**src/rtl/i2s_tx_if.sv**
```systemverilog
// Sample handshake bundle between the filter chain and i2s_tx.
// master = upstream producer, slave = i2s_tx.
interface i2s_tx_if #(
  parameter int WIDTH = 16
);
  logic             sample_valid;
  logic             sample_ready;
  logic [WIDTH-1:0] left_in;
  logic [WIDTH-1:0] right_in;

  modport master (
    output sample_valid,
    output left_in,
    output right_in,
    input  sample_ready
  );

  modport slave (
    input  sample_valid,
    input  left_in,
    input  right_in,
    output sample_ready
  );
endinterface

```
**src/rtl/i2s_tx.sv**
```systemverilog
// I2S transmitter: double-buffered stereo pair in, BCLK/LRCLK/SDATA out.
// Ports: clk_48, reset (async high), bus (sample handshake), bclk, lrclk, sdata, underrun.
module i2s_tx #(
  parameter int WIDTH    = 16,
  parameter int SLOT     = 32,
  parameter int BCLK_DIV = 2
) (
  input  logic clk_48,
  input  logic reset,
  i2s_tx_if.slave bus,
  output logic bclk,
  output logic lrclk,
  output logic sdata,
  output logic underrun
);

  localparam int CW = $clog2(2 * SLOT);
  localparam int DW = (BCLK_DIV > 1) ? $clog2(BCLK_DIV) : 1;
  localparam logic [CW-1:0] LAST = CW'(2 * SLOT - 1);

  logic [DW-1:0]    r_div;
  logic             r_bclk;
  logic             r_lrclk;
  logic             r_sdata;
  logic             r_underrun;
  logic [CW-1:0]    r_bitcnt;
  logic             r_full;
  logic [WIDTH-1:0] r_hold_l;
  logic [WIDTH-1:0] r_hold_r;
  logic [WIDTH-1:0] r_act_l;
  logic [WIDTH-1:0] r_act_r;
  logic [WIDTH-1:0] r_sh;

  logic          w_tc;
  logic          w_fall;
  logic          w_fs;
  logic          w_hs;
  logic [CW-1:0] w_nb;
  logic          w_ld_l;
  logic          w_ld_r;
  logic          w_shift;

  assign w_tc   = (r_div == DW'(BCLK_DIV - 1));
  assign w_fall = w_tc & r_bclk;
  assign w_fs   = w_fall & (r_bitcnt == LAST);
  assign w_hs   = bus.sample_valid & ~r_full;
  assign w_nb   = (r_bitcnt == LAST) ? '0 : r_bitcnt + 1'b1;

  // Slot MSB is loaded one BCLK after the slot edge (I2S delay),
  // the remaining WIDTH-1 bits come out of the shifter.
  assign w_ld_l  = (w_nb == CW'(1));
  assign w_ld_r  = (w_nb == CW'(SLOT + 1));
  assign w_shift =
    ((w_nb >= CW'(2)) && (w_nb <= CW'(WIDTH))) ||
    ((w_nb >= CW'(SLOT + 2)) &&
     (w_nb <= CW'(SLOT + WIDTH)));

  always_ff @(posedge clk_48 or posedge reset) begin
    if (reset) begin
      r_div  <= '0;
      r_bclk <= 1'b0;
    end else if (w_tc) begin
      r_div  <= '0;
      r_bclk <= ~r_bclk;
    end else begin
      r_div  <= r_div + 1'b1;
    end
  end

  // Holding/active double buffer. At frame start an empty holding
  // register lets a same-cycle handshake bypass straight to active.
  always_ff @(posedge clk_48 or posedge reset) begin
    if (reset) begin
      r_full     <= 1'b0;
      r_underrun <= 1'b0;
      r_hold_l   <= '0;
      r_hold_r   <= '0;
      r_act_l    <= '0;
      r_act_r    <= '0;
    end else begin
      r_underrun <= 1'b0;
      if (w_fs) begin
        if (r_full) begin
          r_act_l <= r_hold_l;
          r_act_r <= r_hold_r;
          r_full  <= 1'b0;
        end else if (w_hs) begin
          r_act_l <= bus.left_in;
          r_act_r <= bus.right_in;
        end else begin
          r_act_l    <= '0;
          r_act_r    <= '0;
          r_underrun <= 1'b1;
        end
      end else if (w_hs) begin
        r_hold_l <= bus.left_in;
        r_hold_r <= bus.right_in;
        r_full   <= 1'b1;
      end
    end
  end

  always_ff @(posedge clk_48 or posedge reset) begin
    if (reset) begin
      r_bitcnt <= LAST;
      r_lrclk  <= 1'b1;
      r_sdata  <= 1'b0;
      r_sh     <= '0;
    end else if (w_fall) begin
      r_bitcnt <= w_nb;
      r_lrclk  <= (w_nb >= CW'(SLOT));
      unique case (1'b1)
        w_ld_l: begin
          r_sdata <= r_act_l[WIDTH-1];
          r_sh    <= r_act_l << 1;
        end
        w_ld_r: begin
          r_sdata <= r_act_r[WIDTH-1];
          r_sh    <= r_act_r << 1;
        end
        w_shift: begin
          r_sdata <= r_sh[WIDTH-1];
          r_sh    <= r_sh << 1;
        end
        default: r_sdata <= 1'b0;
      endcase
    end
  end

  assign bclk             = r_bclk;
  assign lrclk            = r_lrclk;
  assign sdata            = r_sdata;
  assign underrun         = r_underrun;
  assign bus.sample_ready = ~r_full;

endmodule

```
**src/flat_wrapper.sv**
```systemverilog
// flat-port wrapper written by rule: the top's interface ports become plain ports
module i2s_tx_flat 
#(
  parameter int WIDTH    = 16,
  parameter int SLOT     = 32,
  parameter int BCLK_DIV = 2
)
  (clk_48, reset, bclk, lrclk, sdata, underrun, bus_sample_valid, bus_left_in, bus_right_in, bus_sample_ready);
  i2s_tx_if #(.WIDTH(WIDTH)) bus_i ();
  input  logic clk_48;
  input  logic reset;
  output logic bclk;
  output logic lrclk;
  output logic sdata;
  output logic underrun;
  input wire logic [$bits(bus_i.sample_valid)-1:0] bus_sample_valid;
  input wire logic [$bits(bus_i.left_in)-1:0] bus_left_in;
  input wire logic [$bits(bus_i.right_in)-1:0] bus_right_in;
  output wire logic [$bits(bus_i.sample_ready)-1:0] bus_sample_ready;
  assign bus_i.sample_valid = bus_sample_valid;
  assign bus_i.left_in = bus_left_in;
  assign bus_i.right_in = bus_right_in;
  assign bus_sample_ready = bus_i.sample_ready;
  i2s_tx #(.WIDTH(WIDTH), .SLOT(SLOT), .BCLK_DIV(BCLK_DIV)) u_core (.clk_48(clk_48), .reset(reset), .bus(bus_i), .bclk(bclk), .lrclk(lrclk), .sdata(sdata), .underrun(underrun));
endmodule
```
**config.mk**
```make
export PLATFORM = sky130hd
export DESIGN_NAME = i2s_tx_flat
export DESIGN_NICKNAME = d
export VERILOG_FILES = /design/src/rtl/i2s_tx_if.sv /design/src/rtl/i2s_tx.sv /design/src/flat_wrapper.sv
export SDC_FILE = /design/constraint.sdc
export NUM_CORES = 1
export LEC_CHECK = 0
export ABC_AREA = 1
export CORE_MARGIN = 3
export CORE_UTILIZATION = 57
export DETAILED_ROUTE_END_ITERATION = 6
export GPL_TIMING_DRIVEN = 0
export PLACE_DENSITY = 0.79
export SLEW_MARGIN = 10
export SYNTH_ARGS = -nofsm -noshare
export SYNTH_HDL_FRONTEND = slang
export SYNTH_SLANG_ARGS = --single-unit
```
**constraint.sdc**
```tcl
create_clock -name clk_48 -period 2.92 [get_ports clk_48]
set_input_delay 0.292 -clock clk_48 [delete_from_list [all_inputs] [get_ports clk_48]]
set_output_delay 0.292 -clock clk_48 [all_outputs]
set_load 0.05 [all_outputs]
```
## Word-level counts from Yosys, hierarchy flattened

Index checks and enable logic that the tools add are counted.

- $add $sub $neg: 2
- Magnitude comparators: 5
- Equal/unequal tests: 3
- Muxes and demuxes: 13
- Bitwise gates (word level): 6
- Reduce and logical (&&, ||, !) cells: 7

Operators with widths:

| operator | count |
|---|---|
| $mux W16 | 4 |
| $pmux W16 S3 | 1 |
| $eq A6 B6 Y1 const B | 2 |
| $ge A6 B6 Y1 const B | 2 |
| $add A6 B1 Y6 const B | 1 |
| $eq A6 B1 Y1 const B | 1 |
| $ge A6 B2 Y1 const B | 1 |
| $le A6 B5 Y1 const B | 1 |
| $le A6 B6 Y1 const B | 1 |
| $mux W1 | 6 |
| $mux W6 | 1 |
| $reduce_and A2 Y1 | 2 |
| $and A1 B1 Y1 | 3 |
| $not A1 Y1 | 3 |
| $pmux W1 S3 | 1 |
| $reduce_bool A3 Y1 | 1 |
| $logic_and A1 B1 Y1 | 2 |
| $reduce_bool A2 Y1 | 1 |
| $add A1 B1 Y1 const B | 1 |
| $logic_or A1 B1 Y1 | 1 |

- Bits in registers: 92
- Input bits: 35
- Output and inout bits: 5
- Logic and storage cells: 48

## Longest topological paths before layout

Gate-level depths: netlist of run 1.

- Depth after elaboration: 7
- Gate-level depth with buffers: 14
- Mapped depth without buffers: 13

## Least setup slack after synthesis of run 1

No wires, ideal clock.

- Kind: register to register
- From: register u_core.r_bitcnt[1]
- To: register u_core.r_sh[15]
- Setup time: 116 ps
- Arrival time: 1,953 ps
- Required time: 2,804 ps
- Path slack: 850 ps
- Stages on the path, launching flop included: 14
- Buffers on the path: 1
- Clock period less this slack: 2,070 ps
- Path through: dfstp_2 -> ha_1 -> nand2_1 -> nor2_4 -> nand2_2 -> nand3_2 -> nand3_2 -> nand2_2 -> nand2_4 -> a21oi_4 -> inv_2 -> buf_6 -> nand2_1 -> nand2_1

- Longest elaborated chain between the ends: 7

Ends and longest elaborated chain:

| what | RTL line | text |
|---|---|---|
| start, declared | i2s_tx.sv:26 | `logic [CW-1:0] r_bitcnt;` |
| start signal, assigned | i2s_tx.sv:110 | `r_bitcnt <= w_nb;` |
| $add A6 B1 Y6 or $eq A6 B6 Y1 (tied branches) | i2s_tx.sv:47 | `assign w_nb = (r_bitcnt == LAST) ? '0 : r_bitcnt + 1'b1;` |
| $mux W6 (*) | i2s_tx.sv:47 |  |
| $ge A6 B2 Y1, or another cell as far along | i2s_tx.sv:54 | `((w_nb >= CW'(2)) && (w_nb <= CW'(WIDTH))) \|\|` |
| $logic_and A1 B1 Y1, on equally long branches | i2s_tx.sv:54, i2s_tx.sv:55 |  |
| $logic_or A1 B1 Y1 | i2s_tx.sv:54 |  |
| $reduce_bool A3 Y1 (no source line) | n/a |  |
| $reduce_and A2 Y1 (no source line) | n/a |  |
| end signal, assigned | i2s_tx.sv:115 | `r_sh <= r_act_l << 1;` |
| end signal, assigned | i2s_tx.sv:119 | `r_sh <= r_act_r << 1;` |
| end signal, assigned | i2s_tx.sv:123 | `r_sh <= r_sh << 1;` |
| end, declared | i2s_tx.sv:32 | `logic [WIDTH-1:0] r_sh;` |

Every way passes the cells marked *; elsewhere a longest branch is shown, timed or not. The select of a mux whose other input is x is not followed.
A chain may end at the register's enable or synchronous reset.

## Worst setup path in the final report of run 1

- From: register u_core.r_bitcnt[1]
- To: register u_core.r_hold_l[12]

- Longest elaborated chain between the ends: 4

Ends and longest elaborated chain:

| what | RTL line | text |
|---|---|---|
| $eq A6 B6 Y1 | i2s_tx.sv:45 | `assign w_fs = w_fall & (r_bitcnt == LAST);` |
| $and A1 B1 Y1 | i2s_tx.sv:45 |  |
| $not A1 Y1 (no source line) | n/a |  |
| $reduce_and A2 Y1 (no source line) | n/a |  |
| end signal, assigned | i2s_tx.sv:96 | `r_hold_l <= bus.left_in;` |
| end, declared | i2s_tx.sv:28 | `logic [WIDTH-1:0] r_hold_l;` |

No other way between the ends.

==> run metrics, run 1 <==
FILL cells=599; leakage=2.299 nW; nature of the critical path endpoint=flip-flop; Worst-Margin Slew=0.5906 ns; Max Fclk=396.6 MHz; CTS Buf Count=9; skew final=0.02095 ns; CP Buf/Inv Count=1; Slew HR=60.62%; final hold vios=0; total clock sinks=91; Synth area leaders=dfrtp_1 (49%), nand2_1 (12%), nand3_1 (6.0%), o21ai_0 (6.0%), dfstp_2 (4.3%); # setup viols final=0; share of layout cells above drive strength 1=12.64%; Setup Fix Bufs, Post-CTS=0; Critical Path Fanout Max=10; Max Slew Vio Count=0; sequential area share after synthesis=52.99%; R2R depth=7; CP Depth=7; VDD IR max=321.3 uV; Synth area leader=dfrtp_1; Placed Instance Area=4858 um^2; CP top delay family=simple AND/OR/NAND/NOR gates; Layout area overhead=17.11%; Max Cap Viol=0; starting density of the core=59.16%; worst min-delay path category=in -> async; crit-path cells=ha_1 -> nand2_1 -> nor2_4 -> nand3_2 -> nand3_1 -> clkbuf_1 -> o21ai_0; R2R setup slack=0.40 ns; period utilization=86.35%; Crit path required time=3.14 ns; Detailed Route Iter0 Violations=249; CTS tree=yes; # rows=31; Skew-Pair Late Insertion Delay=0.37 ns; All-Layer GR Usage=24.53%; H-tree Lvls=3; Net Count, Synth=528; Data arrival, critical path=2.74 ns; FF-to-FF Start=u_core.r_bitcnt[1]$_DFFE_PP1P_; CP Launch Type=flip-flop; Critical Path Source=u_core.r_bitcnt[1]$_DFFE_PP1P_; worst r2r dst=u_core.r_hold_l[12]$_DFFE_PP0P_; final instance area=5052 um^2; Worst path slowest cell=dfstp_2; clk buf depth=2; post_cts resized=0; Post-DRT Antenna Nets=0; number of global-route vias before repair=3,527; WL final=9613 um; clock-pin slew on the worst setup and hold paths=0.10 ns; gr ovfl total=0; Avg Cell Area, Syn=8.804 um^2; global-route wire length before repair=16,690 um; min cycle time layout=2.521 ns; Worst Setup Slack, final=0.3986 ns; DR WL/cell=14.90 um; Placer Congestion=0.8813; Power Density=468.9 nW/um^2; Vias=3,467; synthesized area=4314 um^2; IO Pins=40; Place WS=0.4531 ns; # hold bufs at CTS=0; distinct cell type count after synthesis=28; root buf cell=clkbuf_8; synth warn=0; NumNets Final=579; type of the worst setup path=reg -> reg; Mapped Cells=490; 1st-pass router iterations=5; PortBufs=39; Die Width=93 um; largest net degree at the start of global routing=48; slowest cell delay on critical path=0.60 ns; HPWL Detailed=6816 um; Die ar.=8649 um^2; Placeable Area=7292 um^2; DR vias/cell=5.375; Final Util=69.29%; status=finished, final reports clean; RSZ-0062 raised after global routing=false; Die H=93 um; # DRC=0; initial antenna violation count=0; crit path capture=u_core.r_hold_l[12]$_DFFE_PP0P_; post-synth top area share=48.72%; n_diodes=0; register bit count reported by yosys=91
==> sequential cells by signal, indices dropped and copies added (netlist names) <==
register         flops
u_core.r_act_l      16
u_core.r_sh         15
u_core.r_act_r      16
u_core.r_hold_r     16
u_core.underrun      1
u_core.bclk          1
u_core.r_hold_l     16
u_core.r_div         1
u_core.r_bitcnt      6
u_core.sdata         1
u_core.lrclk         1
u_core.r_full        1
==> worst min-delay path by stage <==
| stage | endpoint | start |
|---|---|---|
| final | u_core.r_act_l[15]$_DFFE_PP0P_ | reset |
| after global routing | u_core.sdata$_DFFE_PP0P_ | reset |
| after floorplan | u_core.underrun$_DFF_PP0_ | bus_sample_valid |
| after detailed placement | u_core.r_div$_DFF_PP0_ | u_core.r_div$_DFF_PP0_ |
| after CTS | u_core.sdata$_DFFE_PP0P_ | reset |
| after global placement | u_core.r_div$_DFF_PP0_ | u_core.r_div$_DFF_PP0_ |
==> stage by stage <==
step | hold WS, ns | setup TNS (ns) | power (mW) | instances
after floorplan | 0.3628 | 0 | 1.456 | 490
after global placement | 0.4280 | -90.04 | 1.526 | 628
after detailed placement | 0.4363 | 0 | 1.541 | 629
after CTS | 0.3493 | 0 | 2.384 | 645
after global routing | 0.3782 | 0 | 2.470 | 645
final | 0.3372 | 0 | 2.369 | 645
==> logic make-up (layout without fill, tap and decap cells) <==
kind of cell / after synthesis / in the layout / synth area share, %
adder cells (fa/ha/maj): 3 / 3 / 0.8702
XOR/XNOR: 1 / 1 / 0.3771
flip-flops: 91 / 91 / 52.99
multiplexers: 30 / 30 / 7.831
AND/OR/NAND/NOR: 213 / 213 / 21.46
buffers and inverters: 76 / 132 / 7.279
AO/OA/AOI/OAI: 76 / 76 / 9.194
==> cell usage in the layout (no fill, tap or decap) <==
cell type | synthesis | final
inv_1 | 47 | 46
clkinv_4 | 0 | 3
nor2_1 | 7 | 7
nand2_1 | 140 | 140
buf_16 | 0 | 1
clkbuf_8 | 0 | 9
nand3_2 | 3 | 3
a21oi_4 | 1 | 1
nor3_1 | 1 | 1
inv_2 | 5 | 5
o21ai_1 | 19 | 19
buf_4 | 2 | 2
o21ai_0 | 52 | 52
clkdlybuf4s50_1 | 0 | 39
mux2_2 | 15 | 15
dfstp_2 | 7 | 7
xnor2_2 | 1 | 1
nand2_4 | 1 | 1
nand3_1 | 52 | 52
nand4_2 | 1 | 1
clkinv_2 | 0 | 2
a21oi_1 | 2 | 2
buf_1 | 1 | 1
buf_2 | 11 | 11
buf_6 | 1 | 1
clkbuf_1 | 9 | 10
a211oi_1 | 2 | 2
ha_1 | 3 | 3
nor2_4 | 1 | 1
inv_4 | 0 | 1
nand2_2 | 3 | 3
nand4_1 | 4 | 4
bufinv_16 | 0 | 1
dfrtp_1 | 84 | 84
mux2_1 | 15 | 15
==> metal layers <==
layer  vias to the layer above  routed length [um]  GRT usage, %
li1                       1694                   -             -
met5                         -                   0             0
met3                        18                 403         5.632
met2                        90                4830         40.49
met1                      1665                4160         31.62
met4                         0                 217         9.402
==> Yosys cell counts, drive strengths merged <==
cell	count
a211oi	2
a21oi	3
buf	15
clkbuf	9
dfrtp	84
dfstp	7
ha	3
inv	52
mux2	30
nand2	144
nand3	55
nand4	5
nor2	8
nor3	1
o21ai	71
xnor2	1
==> where the power goes <==
| group | switching (mW) | internal, mW |
|---|---|---|
| clock | 0.455 | 0.398 |
| combinational | 0.0895 | 0.0882 |
| sequential | 0.0268 | 1.31 |
==> cell type report <==
| type | instances | area [um^2] | area share [%] |
|---|---|---|---|
| multi-input combinational | 323 | 1714 | 33.93 |
| clock inverter | 6 | 66.31 | 1.313 |
| tap | 99 | 123.9 | 2.452 |
| clock buffer | 10 | 127.6 | 2.526 |
| buffer | 24 | 118.9 | 2.353 |
| inverter | 52 | 197.7 | 3.913 |
| timing repair buffer | 40 | 417.9 | 8.271 |
| sequential | 91 | 2286 | 45.25 |
==> worst register-to-register path, stage by stage (launching register included) <==
cell	delay, ns
dfstp_2	0.60
ha_1	0.28
nand2_1	0.12
nor2_4	0.12
nand3_2	0.26
nand3_1	0.47
clkbuf_1	0.38
o21ai_0	0.15
(Power assumes the default switching activity.)
==> run 2: changes to the inputs <==
Settings changed: CORE_UTILIZATION 57 to 63, DONT_BUFFER_PORTS set to 1.
==> run metrics, run 2 (synthesized netlist as in run 1, its figures left out) <==
WL final=9255 um (-3.7%); Post-DRT Antenna Nets=0 (unchanged); Clk pwr share=37.0% (+1.0 points); final instance area=4668 um^2 (-7.6%); Worst path slowest cell=dfrtp_1; RSZ-0062 raised after global routing=false; leakage=2.148 nW (-6.5%); R2R setup slack=0.38 ns (-0.02 ns); Max Slew Vio Count=0 (unchanged); NumNets Final=542 (-6.4%); Die ar.=7877 um^2 (-8.9%); CTS Buf Count=9 (unchanged); DR vias/cell=5.662 (+5.3%); Critical Path Fanout Max=10 (unchanged); commonest cells after routing, fill and taps aside=nand2_1 (140), dfrtp_1 (84), o21ai_0 (52), nand3_1 (51), inv_1 (46); HPWL Detailed=6478 um (-5.0%); CP Launch Type=flip-flop; n_diodes=0 (unchanged); FF-to-FF Start=u_core.bclk$_DFFE_PP0P_; Fin Hold WS=0.05605 ns (-0.2811 ns); WHS Endpoint=u_core.r_full$_DFFE_PP0P_; Sw Ratio=23.71% (-0.42 points); skew final=0.01140 ns (-0.009556 ns); worst min-delay path category=in -> reg; FF+latch area=2286 um^2 (unchanged); FILL cells=490 (-18%); nature of the critical path endpoint=flip-flop; internal cell power=1.785 mW (-0.68%); Placer Congestion=0.8918 (+1.2%); H-tree Lvls=3 (unchanged); most frequent cell on the critical path=nand3_2; Data arrival, critical path=2.75 ns (about the same); Die Width=88.75 um (-4.6%); share of layout cells above drive strength 1=13.75% (+1.1 points); Power Total=2.340 mW (-1.2%); min cycle time layout=2.539 ns (+0.01731 ns); R2R depth=6 (-1); PortBufs=0 (-100%); DR WL/cell=15.79 um (+6.0%); largest net degree at the start of global routing=48 (unchanged); number of global-route vias before repair=3,204 (-9.2%); startpoint of the worst hold path=bus_sample_valid; gr ovfl total=0 (unchanged); crit-path cells=nand2_1 -> inv_2 -> nand3_2 -> nand3_2 -> clkbuf_1 -> o21ai_0; global-route wire length before repair=15,320 um (-8.2%); CP top delay family=simple AND/OR/NAND/NOR gates; Post-Layout Cell Count=586 (-9.1%); commonest non-fill, non-tap cell in the layout=nand2_1; status=finished, final reports clean; Fin Setup TNS=0 ns (unchanged); CP Buf/Inv Count=2 (+1); Max Cap Viol=0 (unchanged); Slew HR=62.51% (+1.9 points); total clock sinks=91 (unchanged); type of the worst setup path=reg -> reg; slowest cell delay on critical path=0.66 ns (+0.06 ns); Max Fclk=393.9 MHz (-0.68%); CP Depth=6 (-1); # setup viols final=0 (unchanged); starting density of the core=66.42% (+7.3 points); Crit path required time=3.13 ns (about the same); switching power=0.5547 mW (-2.9%); # DRC=0 (unchanged); Placed Instance Area=4441 um^2 (-8.6%); Placeable Area=6495 um^2 (-11%); Hold Path Depth=2; Layout area overhead=8.208%; worst r2r dst=u_core.r_hold_r[2]$_DFFE_PP0P_; Seq pwr share=57.3% (+0.8 points); Die H=88.75 um (-4.6%); period utilization=86.94% (+0.59 points); Skew-Pair Late Insertion Delay=0.35 ns (-0.02 ns); # rows=29 (-6.5%); Multi-input gate area=1719 um^2 (+0.29%); CTS tree=yes; clock-pin slew on the worst setup and hold paths=0.09 ns (about the same); 1st-pass router iterations=6 (+1); clk buf depth=2 (unchanged); Detailed Route Iter0 Violations=231 (-7.2%); root buf cell=clkbuf_8; placed insts=568 (-9.7%); final hold vios=0 (unchanged); Setup Fix Bufs, Post-CTS=0 (unchanged); combinational share of power=5.7% (-1.8 points); initial antenna violation count=0 (unchanged); VDD IR max=416.9 uV (+30%); All-Layer GR Usage=25.66% (+1.1 points); Worst-Margin Slew=0.5623 ns (-0.02833 ns); IO Pins=40 (unchanged); Power Density=501.2 nW/um^2 (+6.9%); Vias=3,318 (-4.3%)
[run 2: cell types whose count changed in the layout (fill, tap and decap cells not counted)]
cell             previous run  this run
nand3_1                    52        51
clkbuf_8                    9        10
dlygate4sd3_1               0         2
clkinv_2                    2         0
inv_6                       0         1
clkinvlp_4                  0         3
nand3_2                     3         4
clkinv_4                    3         0
clkdlybuf4s50_1            39         0
[run 2: through the flow]
step | utilization [%] | setup WS (ns)
after floorplan | - | 0.2760
after global placement | 67.91 | -0.6223
after detailed placement | 68.37 | 0.2431
after CTS | 71.80 | 0.2098
after global routing | 71.87 | 0.1387
final | 71.87 | 0.3813
[run 2: power groups by stage]
stage / combinational (mW) / sequential (mW) / clock, mW
6_report: 0.133 / 1.34 / 0.867
5_1_grt: 0.161 / 1.35 / 0.937
4_1_cts: 0.136 / 1.34 / 0.881
3_5_place_dp: 0.132 / 1.36 / 0
3_3_place_gp: 0.120 / 1.36 / 0
2_1_floorplan: 0.0999 / 1.36 / 0
[run 2: layout make-up]
class                           count  area share [%]
Buffer                             24           2.546
Clock buffer                       11           3.029
Sequential cell                    91           48.97
Tap cell                           77           2.064
Inverter                           52           4.235
Multi-Input combinational cell    323           36.83
Clock inverter                      5           1.313
Timing Repair Buffer                3           1.018
[run 2: worst reg2reg max path, stage by stage, from the launching register on]
cell      delay (ns)
dfrtp_1         0.66
nand2_1         0.39
inv_2           0.25
nand3_2         0.27
nand3_2         0.29
clkbuf_1        0.38
o21ai_0         0.17
[run 2: timing repair]
item / in CTS / in global routing
endpoints found under the hold margin: 45 / 0
hold buffers: 2 / 0
endpoints found under the setup margin: 0 / 1
resized for setup: 0 / 1
[run 2: how the worst max path moves through the flow]
stage,from,end,slack (ns)
floorplan,reset,u_core.bclk$_DFFE_PP0P_,0.28
global placement,reset,u_core.underrun$_DFF_PP0_,-0.62
detailed placement,u_core.bclk$_DFFE_PP0P_,u_core.r_hold_r[2]$_DFFE_PP0P_,0.24
CTS,u_core.bclk$_DFFE_PP0P_,u_core.r_hold_r[2]$_DFFE_PP0P_,0.21
global route,u_core.bclk$_DFFE_PP0P_,u_core.r_hold_r[2]$_DFFE_PP0P_,0.14
finish,u_core.bclk$_DFFE_PP0P_,u_core.r_hold_r[2]$_DFFE_PP0P_,0.38
[run 2: routing by layer]
metal / track usage [%] / share of wire, % / vias up
met2: 40.96 / 49 / 97
li1: - / - / 1612
met1: 35.15 / 45 / 1593
met5: 0 / 0 / -
met4: 9.203 / 2.2 / 0
met3: 5.121 / 4.3 / 16
==> run 3: changes to the inputs <==
Settings changed: CORE_ASPECT_RATIO set to 1.25, GPL_ROUTABILITY_DRIVEN set to 0.
==> run metrics, run 3 (synthesized netlist as in run 1, its figures left out) <==
FF+latch area=2286 um^2 (unchanged); Sw Ratio=24.09% (+0.39 points); NumNets Final=542 (unchanged); Die ar.=7883 um^2 (about the same); CTS Buf Count=9 (unchanged); DR vias/cell=5.554 (-1.9%); Max Cap Viol=0 (unchanged); global-route wire length before repair=15,160 um (-1.0%); Critical Path Fanout Max=10 (unchanged); CP Launch Type=flip-flop; DR WL/cell=15.04 um (-4.8%); Fin Hold WS=0.05361 ns (-0.002432 ns); VDD IR max=345.4 uV (-17%); period utilization=91.13% (+4.2 points); worst min-delay path category=in -> reg; Skew-Pair Late Insertion Delay=0.36 ns (about the same); Max Fclk=375.8 MHz (-4.6%); CTS tree=yes; Post-Layout Cell Count=596 (+1.7%); Die Width=80.02 um (-9.8%); H-tree Lvls=3 (unchanged); Layout area overhead=8.556%; Vias=3,310 (-0.24%); clock-pin slew on the worst setup and hold paths=0.10 ns (about the same); switching power=0.5684 mW (+2.5%); Max Slew Vio Count=0 (unchanged); Placed Instance Area=4453 um^2 (+0.28%); leakage=2.160 nW (+0.52%); Setup Fix Bufs, Post-CTS=0 (unchanged); root buf cell=clkbuf_8; skew final=0.01422 ns (+0.002828 ns); final instance area=4683 um^2 (+0.32%); status=finished, final reports clean; Slew HR=66.27% (+3.8 points); 1st-pass router iterations=4 (-2); final hold vios=0 (unchanged); IO Pins=40 (unchanged); Die H=98.52 um (+11%); Multi-input gate area=1714 um^2 (-0.29%); Placeable Area=6606 um^2 (+1.7%); Data arrival, critical path=2.88 ns (+0.13 ns); Clk pwr share=37.6% (+0.6 points); Power Density=503.8 nW/um^2 (+0.50%); type of the worst setup path=reg -> reg; PortBufs=0 (unchanged); n_diodes=0 (unchanged); starting density of the core=65.30% (-1.1 points); commonest cells after routing, fill and taps aside=nand2_1 (140), dfrtp_1 (84), o21ai_0 (52), nand3_1 (52), inv_1 (46); internal cell power=1.791 mW (+0.32%); total clock sinks=91 (unchanged); # setup viols final=0 (unchanged); nature of the critical path endpoint=flip-flop; Detailed Route Iter0 Violations=203 (-12%); gr ovfl total=0 (unchanged); Worst-Margin Slew=0.5060 ns (-0.05636 ns); commonest non-fill, non-tap cell in the layout=nand2_1; Crit path required time=3.14 ns (about the same); placed insts=578 (+1.8%); WL final=8965 um (-3.1%); # rows=33 (+14%); Post-DRT Antenna Nets=0 (unchanged); Seq pwr share=56.7% (-0.6 points); FILL cells=525 (+7.1%); min cycle time layout=2.661 ns (+0.1223 ns); RSZ-0062 raised after global routing=false; # DRC=0 (unchanged); HPWL Detailed=6578 um (+1.5%); initial antenna violation count=0 (unchanged); All-Layer GR Usage=24.49% (-1.2 points); clk buf depth=2 (unchanged); number of global-route vias before repair=3,262 (+1.8%); share of layout cells above drive strength 1=13.75% (unchanged); combinational share of power=5.7% (about the same); largest net degree at the start of global routing=59 (+23%)
==> run 3: repair_timing <==
item,in CTS,in global routing
endpoints found under the setup margin,0,0
hold endpoints to repair,27,0
gates resized for setup,0,0
hold buffers,2,0
==> run 3: final cells by class <==
type / count / share of cell area [%]
Tap cell: 87 / 2.324
Buffer: 24 / 2.538
Inverter: 52 / 4.221
Sequential cell: 91 / 48.81
Clock inverter: 6 / 1.550
Clock buffer: 10 / 2.939
Multi-Input combinational cell: 323 / 36.60
Timing Repair Buffer: 3 / 1.015
==> run 3: through the flow <==
stage | power (mW) | TNS [ns] | util [%] | setup slack, ns
after floorplan | 1.456 | 0 | - | 0.2760
after global placement | 1.481 | -48.79 | 66.95 | -0.5869
after detailed placement | 1.496 | 0 | 67.41 | 0.2747
after CTS | 2.385 | 0 | 70.89 | 0.2311
after global routing | 2.456 | 0 | 70.89 | 0.03364
final | 2.359 | 0 | 70.89 | 0.2590
==> run 3: worst paths after layout <==
check,slack (ns),to,depth (start not counted),from
worst max-delay path,0.26,u_core.r_hold_l[12]$_DFFE_PP0P_,6,u_core.bclk$_DFFE_PP0P_
worst min-delay path,0.05,u_core.r_full$_DFFE_PP0P_,2,bus_sample_valid
worst max register to register,0.26,u_core.r_hold_l[12]$_DFFE_PP0P_,6,u_core.bclk$_DFFE_PP0P_
worst min register to register,0.46,u_core.r_div$_DFF_PP0_,1,u_core.r_div$_DFF_PP0_
max in group asynchronous,1.87,u_core.r_act_r[13]$_DFFE_PP0P_,3,reset
min in group asynchronous,0.42,u_core.underrun$_DFF_PP0_,2,reset
==> run 3: worst max-delay path, stage by stage (launching register included) <==
cell and delay [ns]:
dfrtp_1 0.67, nand2_1 0.38, inv_2 0.24, nand3_2 0.29, nand3_1 0.43, clkbuf_1 0.36, o21ai_0 0.15
==> run 3: power groups by stage <==
stage          registers, mW  clock network [mW]  logic (mW)
5_1_grt                 1.35               0.951       0.159
4_1_cts                 1.34               0.910       0.137
2_1_floorplan           1.36                   0      0.0999
3_5_place_dp            1.36                   0       0.134
3_3_place_gp            1.36                   0       0.121
6_report                1.34               0.888       0.133
==> run 3: per-layer routing <==
layer / share of wire, % / global-route usage (%)
met1: 44 / 32.18
met2: 51 / 40.56
met3: 3.6 / 4.753
met4: 1.7 / 8.453
met5: 0 / 0
